**src/rtl/demux6out_if.sv**
```systemverilog
// Bus bundle for the six-way result demultiplexer: producer offer, six channel
// outputs with valid/ready, and the order-error status (ErrCnt with DEMUX6_ERRCNT_EN).
interface demux6out_if #(
  parameter int WIDTH = 32,
  parameter int NCH   = 6
);
  // Handshake rule for both sides: a word moves on a rising edge where its
  // valid and ready are both 1; the offering side holds data and valid
  // stable until then, and ready never looks at valid.
  logic [2:0]       Order;
  logic [WIDTH-1:0] DataIn;
  logic             ValidIn;
  logic             ReadyIn;
  logic [WIDTH-1:0] DataOut0;
  logic [WIDTH-1:0] DataOut1;
  logic [WIDTH-1:0] DataOut2;
  logic [WIDTH-1:0] DataOut3;
  logic [WIDTH-1:0] DataOut4;
  logic [WIDTH-1:0] DataOut5;
  logic [NCH-1:0]   ValidOut;
  logic [NCH-1:0]   ReadyOut;
  logic             ErrClr;
  logic             OrderErr;
`ifdef DEMUX6_ERRCNT_EN
  logic [7:0]       ErrCnt;

  modport master (
    output Order, DataIn, ValidIn, ReadyOut, ErrClr,
    input  ReadyIn, DataOut0, DataOut1, DataOut2, DataOut3, DataOut4, DataOut5,
    input  ValidOut, OrderErr, ErrCnt
  );

  modport slave (
    input  Order, DataIn, ValidIn, ReadyOut, ErrClr,
    output ReadyIn, DataOut0, DataOut1, DataOut2, DataOut3, DataOut4, DataOut5,
    output ValidOut, OrderErr, ErrCnt
  );
`else
  modport master (
    output Order, DataIn, ValidIn, ReadyOut, ErrClr,
    input  ReadyIn, DataOut0, DataOut1, DataOut2, DataOut3, DataOut4, DataOut5,
    input  ValidOut, OrderErr
  );

  modport slave (
    input  Order, DataIn, ValidIn, ReadyOut, ErrClr,
    output ReadyIn, DataOut0, DataOut1, DataOut2, DataOut3, DataOut4, DataOut5,
    output ValidOut, OrderErr
  );
`endif
endinterface

```
**src/rtl/demux6out.sv**
```systemverilog
// Six-way demultiplexer with a single-entry holding register per channel.
// Optional dropped-word counter ErrCnt is built when DEMUX6_ERRCNT_EN is defined.
module demux6out #(
  parameter int WIDTH = 32,
  parameter int NCH   = 6
) (
  input logic        clk,
  input logic        rst,
  demux6out_if.slave bus
);

  logic [WIDTH-1:0] data_q [NCH];
  logic [NCH-1:0]   valid_q;
  logic [NCH-1:0]   valid_d;
  logic [NCH-1:0]   sel;
  logic [NCH-1:0]   load;
  logic [NCH-1:0]   drain;
  logic             order_ok;
  logic             ready_in;
  logic             xfer;
  logic             err_set;
  logic             order_err_q;

  // One-hot decode; codes 6 and 7 match no channel, so sel stays zero.
  always_comb begin
    sel = '0;
    for (int n = 0; n < NCH; n++) begin
      sel[n] = (bus.Order == 3'(n));
    end
  end

  assign order_ok = |sel;

  // Masked reduction rather than indexing by Order keeps invalid codes in range.
  assign ready_in = order_ok ? |(sel & (~valid_q | bus.ReadyOut)) : 1'b1;
  assign xfer     = bus.ValidIn & ready_in;
  assign err_set  = xfer & ~order_ok;

  assign load  = sel & {NCH{xfer}};
  assign drain = valid_q & bus.ReadyOut;

  // A refill in the delivery cycle keeps the channel valid.
  assign valid_d = (valid_q & ~drain) | load;

  always_ff @(posedge clk or posedge rst) begin
    if (rst) begin
      valid_q <= '0;
      for (int n = 0; n < NCH; n++) begin
        data_q[n] <= '0;
      end
    end else begin
      valid_q <= valid_d;
      for (int n = 0; n < NCH; n++) begin
        if (load[n]) begin
          data_q[n] <= bus.DataIn;
        end
      end
    end
  end

  // Set beats clear when both land in the same cycle.
  always_ff @(posedge clk or posedge rst) begin
    if (rst) begin
      order_err_q <= 1'b0;
    end else if (err_set) begin
      order_err_q <= 1'b1;
    end else if (bus.ErrClr) begin
      order_err_q <= 1'b0;
    end
  end

`ifdef DEMUX6_ERRCNT_EN
  logic [7:0] err_cnt_q;

  always_ff @(posedge clk or posedge rst) begin
    if (rst) begin
      err_cnt_q <= '0;
    end else if (bus.ErrClr) begin
      err_cnt_q <= err_set ? 8'd1 : 8'd0;
    end else if (err_set && (err_cnt_q != 8'hFF)) begin
      err_cnt_q <= err_cnt_q + 8'd1;
    end
  end

  assign bus.ErrCnt = err_cnt_q;
`endif

  assign bus.ReadyIn  = ready_in;
  assign bus.ValidOut = valid_q;
  assign bus.OrderErr = order_err_q;
  assign bus.DataOut0 = data_q[0];
  assign bus.DataOut1 = data_q[1];
  assign bus.DataOut2 = data_q[2];
  assign bus.DataOut3 = data_q[3];
  assign bus.DataOut4 = data_q[4];
  assign bus.DataOut5 = data_q[5];

endmodule

```
**src/flat_wrapper.sv**
```systemverilog
// flat-port wrapper written by rule: the top's interface ports become plain ports
module demux6out_flat 
#(
  parameter int WIDTH = 32,
  parameter int NCH   = 6
)
  (clk, rst, bus_Order, bus_DataIn, bus_ValidIn, bus_ReadyOut, bus_ErrClr, bus_ReadyIn, bus_DataOut0, bus_DataOut1, bus_DataOut2, bus_DataOut3, bus_DataOut4, bus_DataOut5, bus_ValidOut, bus_OrderErr);
  demux6out_if #(.WIDTH(WIDTH), .NCH(NCH)) bus_i ();
  input logic clk;
  input logic rst;
  input wire logic [$bits(bus_i.Order)-1:0] bus_Order;
  input wire logic [$bits(bus_i.DataIn)-1:0] bus_DataIn;
  input wire logic [$bits(bus_i.ValidIn)-1:0] bus_ValidIn;
  input wire logic [$bits(bus_i.ReadyOut)-1:0] bus_ReadyOut;
  input wire logic [$bits(bus_i.ErrClr)-1:0] bus_ErrClr;
  output wire logic [$bits(bus_i.ReadyIn)-1:0] bus_ReadyIn;
  output wire logic [$bits(bus_i.DataOut0)-1:0] bus_DataOut0;
  output wire logic [$bits(bus_i.DataOut1)-1:0] bus_DataOut1;
  output wire logic [$bits(bus_i.DataOut2)-1:0] bus_DataOut2;
  output wire logic [$bits(bus_i.DataOut3)-1:0] bus_DataOut3;
  output wire logic [$bits(bus_i.DataOut4)-1:0] bus_DataOut4;
  output wire logic [$bits(bus_i.DataOut5)-1:0] bus_DataOut5;
  output wire logic [$bits(bus_i.ValidOut)-1:0] bus_ValidOut;
  output wire logic [$bits(bus_i.OrderErr)-1:0] bus_OrderErr;
  assign bus_i.Order = bus_Order;
  assign bus_i.DataIn = bus_DataIn;
  assign bus_i.ValidIn = bus_ValidIn;
  assign bus_i.ReadyOut = bus_ReadyOut;
  assign bus_i.ErrClr = bus_ErrClr;
  assign bus_ReadyIn = bus_i.ReadyIn;
  assign bus_DataOut0 = bus_i.DataOut0;
  assign bus_DataOut1 = bus_i.DataOut1;
  assign bus_DataOut2 = bus_i.DataOut2;
  assign bus_DataOut3 = bus_i.DataOut3;
  assign bus_DataOut4 = bus_i.DataOut4;
  assign bus_DataOut5 = bus_i.DataOut5;
  assign bus_ValidOut = bus_i.ValidOut;
  assign bus_OrderErr = bus_i.OrderErr;
  demux6out #(.WIDTH(WIDTH), .NCH(NCH)) u_core (.clk(clk), .rst(rst), .bus(bus_i));
endmodule
```
**config.mk**
```make
export PLATFORM = sky130hd
export DESIGN_NAME = demux6out_flat
export DESIGN_NICKNAME = d
export VERILOG_FILES = /design/src/rtl/demux6out_if.sv /design/src/rtl/demux6out.sv /design/src/flat_wrapper.sv
export SDC_FILE = /design/constraint.sdc
export NUM_CORES = 1
export LEC_CHECK = 0
export BUFFER_PORTS_ARGS = -buffer_cell sky130_fd_sc_hd__buf_2
export CAP_MARGIN = 20
export CORE_ASPECT_RATIO = 0.7
export CORE_UTILIZATION = 50
export CTS_CLUSTER_SIZE = 20
export DETAILED_ROUTE_END_ITERATION = 12
export PLACE_DENSITY = 0.86
export SKIP_LAST_GASP = 1
export SLEW_MARGIN = 20
export SYNTH_ARGS = -nofsm -noshare
export SYNTH_HDL_FRONTEND = slang
export SYNTH_SLANG_ARGS = --single-unit
export TNS_END_PERCENT = 30
```
**constraint.sdc**
```tcl
create_clock -name clk -period 8.5 [get_ports clk]
set_input_delay 1.7 -clock clk [delete_from_list [all_inputs] [get_ports clk]]
set_output_delay 1.7 -clock clk [all_outputs]
set_load 0.02 [all_outputs]
```
; ---- After elaboration in Yosys (flattened, before gate mapping)
; Index checks and enable logic that the tools add are counted.
; W data, S select, Z words.
[classes]
n_eq_ne = 5
muxes = 3
bitwise_logic = 11
reduce_logical = 4
[ops]
columns = op, n
row1 = $and A6 B6 Y6, 4
row2 = $not A6 Y6, 2
row3 = $or A6 B6 Y6, 2
row4 = $reduce_or A6 Y1, 2
row5 = $eq A3 B2 Y1 const B, 2
row6 = $eq A3 B3 Y1 const B, 2
row7 = $eq A3 B1 Y1 const B, 1
row8 = $logic_not A3 Y1, 1
row9 = $mux W1, 3
row10 = $and A1 B1 Y1, 2
row11 = $reduce_bool A2 Y1, 1
row12 = $not A1 Y1, 1
[totals]
ff_bits = 199
input_bits = 45

; ---- Longest topological paths before layout
[logic_depth]
ltp_word = 8
depth_mapped = 7
depth_no_buf = 3

; ---- Worst setup path after synthesis
; Ideal clock, no wire load.
[synth_path]
path_kind = input-to-output
from = input port bus_Order[0]
to = output port bus_ReadyIn
t_arrival_ns = 2.559
path_slack_ns = 4.241
path_stages = 3
path_buffers = 1
cell_sequence = buf_4 mux4_2 a2bb2oi_1
[synth_between]
elab_chain_len = 4
[synth_rtl]
columns = item, line
row1 = "start, declared", flat_wrapper.sv:11  ; input wire logic [$bits(bus_i.Order)-1:0] bus_Order;
row2 = $eq A3 B1 Y1 (tied with other cells), demux6out.sv:28  ; sel[n] = (bus.Order == 3'(n));
row3 = $and A6 B6 Y6, demux6out.sv:35  ; assign ready_in = order_ok ? |(sel & (~valid_q | bus.ReadyOut)) : 1'b1;
row4 = $reduce_or A6 Y1, demux6out.sv:35
row5 = $mux W1 (*), demux6out.sv:35
row6 = "end, declared", flat_wrapper.sv:16  ; output wire logic [$bits(bus_i.ReadyIn)-1:0] bus_ReadyIn;
; Every way passes the cells marked *; elsewhere a longest branch is shown, timed or not.

; ---- Worst setup path after layout
[layout_path]
from = input port bus_ReadyOut[5]
to = output port bus_ReadyIn
[layout_between]
elab_chain_len = 4
[layout_rtl]
columns = item, line
row1 = "start, declared", flat_wrapper.sv:14  ; input wire logic [$bits(bus_i.ReadyOut)-1:0] bus_ReadyOut;
row2 = $or A6 B6 Y6, demux6out.sv:35
row3 = $and A6 B6 Y6, demux6out.sv:35
row4 = $reduce_or A6 Y1, demux6out.sv:35
row5 = $mux W1, demux6out.sv:35
; No other way between the ends.

==> impl_metrics.yaml <==
timing:
  post-route-min-period_ps: 4480
  whs_ps: 494
  skew_ps: 10.6
  setup_violations: 0
  drv_slew: 0
  rsz0062_at_grt: "false"
  hold_viol: 0
  fmax_ghz: 0.223
  slew_headroom_pct: 30.3
  setup_tns_ps: 0
  period_share_pct: 52.7
  tightest_slew_ps: 1050
drt:
  drt-pass1-iter-count: 4
  drc: 0
  vias_per_cell: 5.20
  routed_wl_mm: 17.4
  vias: 4671
  wl_per_cell_um: 19.4
  ant_nets: 0
  drt_iter0_drc: 168
synthesis:
  synthArstFlopShare_pct: 100
  ys.warnings.count: 0
  synth_area_mm2: 0.00752
  synth_cell_types: 23
  syn_avg_cell_area_um2: 16.9
  synth-edff-count: 0
  synth.net_count: 491
  ys_ff_latch: 199
  yosys_most_used_dff: "dfrtp_1"
  synthCells: 446
  synth_seq_area_share_pct: 66.2
global_route:
  grt_pass1_vias: 4779
  grt_usage_pct: 23.1
  grt_max_degree: 121
  antenna_found_initial: 0
  grt_pass1_wl_mm: 26.9
  grt_overflow_total: 0
worst_hold_path:
  hp-class: "reg -> reg"
final_layout:
  diodes: 0
  fin_area_mm2: 0.00950
  drive_above_1_share_pct: 66.7
  nets: 735
  final_cells: 898
  area_growth_pct: 26.2
worst_setup_path:
  cp-start-kind: "input pin"
  cp_max_fo: 4
  cp_slowest_cell: "mux4_2"
  cpPeakStageDelay_ps: 490
  endpoint_kind: "primary output"
  required_ps: 6800
  cp_cell_sequence: "buf_2 > nand2b_1 > mux4_2 > a2bb2oi_1 > buf_2"
  crit_top_cell: "buf_2"
  cpLargestDelayFamily: "multiplexers"
  path_buf_inv: 2
  worst-setup-path-type: "in -> out"
  arrival_ps: 2780
die:
  rows: 37
  die_width_um: 149
  start_util_pct: 51.3
  fp.dieArea_mm2: 0.0156
  die_h_um: 105
  design.core.area_mm2: 0.0147
  pin_count: 245
cts:
  cts_tree: "yes"
  cts-root-buf: "clkbuf_16"
  clkSinkCount: 199
  cts_inserted_buffers: 17
  path_clk_slew_ps: 70
  cts_hold_buf: 0
  htreeDepth: 4
  cts_resized: 0
  cts_setup_buffers: 0
  clockBufferDepth: 2
  clkLatencyLatePin_ps: 420
placement:
  portBuffers: 244
  place_area_mm2: 0.00886
  place_hpwl_mm: 11.5
  place_congestion: 0.876
  dp_cells: 864
job:
  max_cap_violations: 0
power_and_ir_drop:
  p_leak_uw: 0.00465
  finalPower_uw: 2810
  peakVddDrop_mv: 0.189
  power_density_mw_per_mm2: 296
run_status:
  outcome: "complete, no violations"
layer usage:
metal / share of wire (%) / global-route usage [%]
met5: 0 / 0
met3: 7.3 / 7.38
met2: 48 / 36.9
met1: 43 / 29.9
met4: 1.5 / 7.58
cells in the final DEF (no fill, tap or decap), types with 3 or more instances in the layout:
cell | Yosys | routed
clkinv_2 | 0 | 3
mux2_1 | 9 | 9
clkbuf_16 | 0 | 17
clkinvlp_4 | 0 | 3
nand2_1 | 6 | 6
inv_8 | 0 | 3
nand2b_1 | 6 | 6
buf_2 | 15 | 244
dfrtp_1 | 199 | 199
mux2_2 | 183 | 183
sequential cells by signal, indices dropped and copies added, names as in the netlist:
| name | flops |
|---|---|
| u_core.bus.DataOut5 | 32 |
| u_core.bus.ValidOut | 6 |
| u_core.bus.DataOut3 | 32 |
| u_core.bus.DataOut4 | 32 |
| u_core.bus.DataOut0 | 32 |
| u_core.bus.OrderErr | 1 |
| u_core.bus.DataOut2 | 32 |
| u_core.bus.DataOut1 | 32 |
per-stage QoR:
| step | util [%] | setup WS (ps) |
|---|---|---|
| 3_3_place_gp | 60.4 | 4070 |
| 3_5_place_dp | 60.4 | 4030 |
| 2_1_floorplan | - | 1370 |
| 5_1_grt | 64.7 | 4000 |
| 4_1_cts | 64.3 | 4030 |
| 6_report | 64.7 | 4020 |
path summary, 6_finish.rpt:
check | depth (start not counted) | endpoint | slack (ps) | start
min | 1 | u_core.bus.DataOut5[31]$_DFFE_PP0P_ | 490 | u_core.bus.DataOut5[31]$_DFFE_PP0P_
max in group asynchronous | 3 | u_core.bus.DataOut2[25]$_DFFE_PP0P_ | 5590 | rst
min in group asynchronous | 2 | u_core.bus.DataOut1[11]$_DFFE_PP0P_ | 1420 | rst
min reg2reg | 1 | u_core.bus.DataOut5[31]$_DFFE_PP0P_ | 490 | u_core.bus.DataOut5[31]$_DFFE_PP0P_
max reg2reg | 4 | u_core.bus.DataOut4[8]$_DFFE_PP0P_ | 6230 | u_core.bus.ValidOut[4]$_DFF_PP0_
max | 5 | bus_ReadyIn | 4020 | bus_ReadyOut[5]
cells in the mapped netlist, types with 2 or more instances:
cell type | instances | area (um2)
nor2b_1 | 2 | 12.5
buf_4 | 4 | 30.0
nand3_2 | 2 | 20.0
nand2_1 | 6 | 22.5
o21ai_0 | 2 | 10.0
nand3_1 | 2 | 10.0
inv_1 | 2 | 7.51
buf_2 | 15 | 75.1
mux2_1 | 9 | 101
buf_6 | 4 | 45.0
nand2b_1 | 6 | 37.5
dfrtp_1 | 199 | 4980
mux2_2 | 183 | 2060
where the power goes:
| group | leakage, uW | internal (uW) | total [uW] | switching [uW] |
|---|---|---|---|---|
| Sequential | 0.00240 | 1150 | 1260 | 104 |
| Clock | 0.000278 | 439 | 792 | 354 |
| Combinational | 0.00198 | 300 | 762 | 462 |
final cells by class:
cell class | count | area (um2)
inverter | 2 | 15.0
multi-input combinational | 222 | 2390
sequential | 199 | 4980
clock buffer | 19 | 433
clock inverter | 13 | 146
tap | 195 | 244
timing repair buffer | 248 | 1290
fill | 1075 | 5180
logic make-up after synthesis:
logic type	share of synthesized area (%)
and+or+nand+nor	2.31
AOI/OAI and AO/OA	0.249
muxes	29.2
buffers and inverters	2.10
DFF	66.2
No activity file was read; power rests on OpenSTA's default activity.
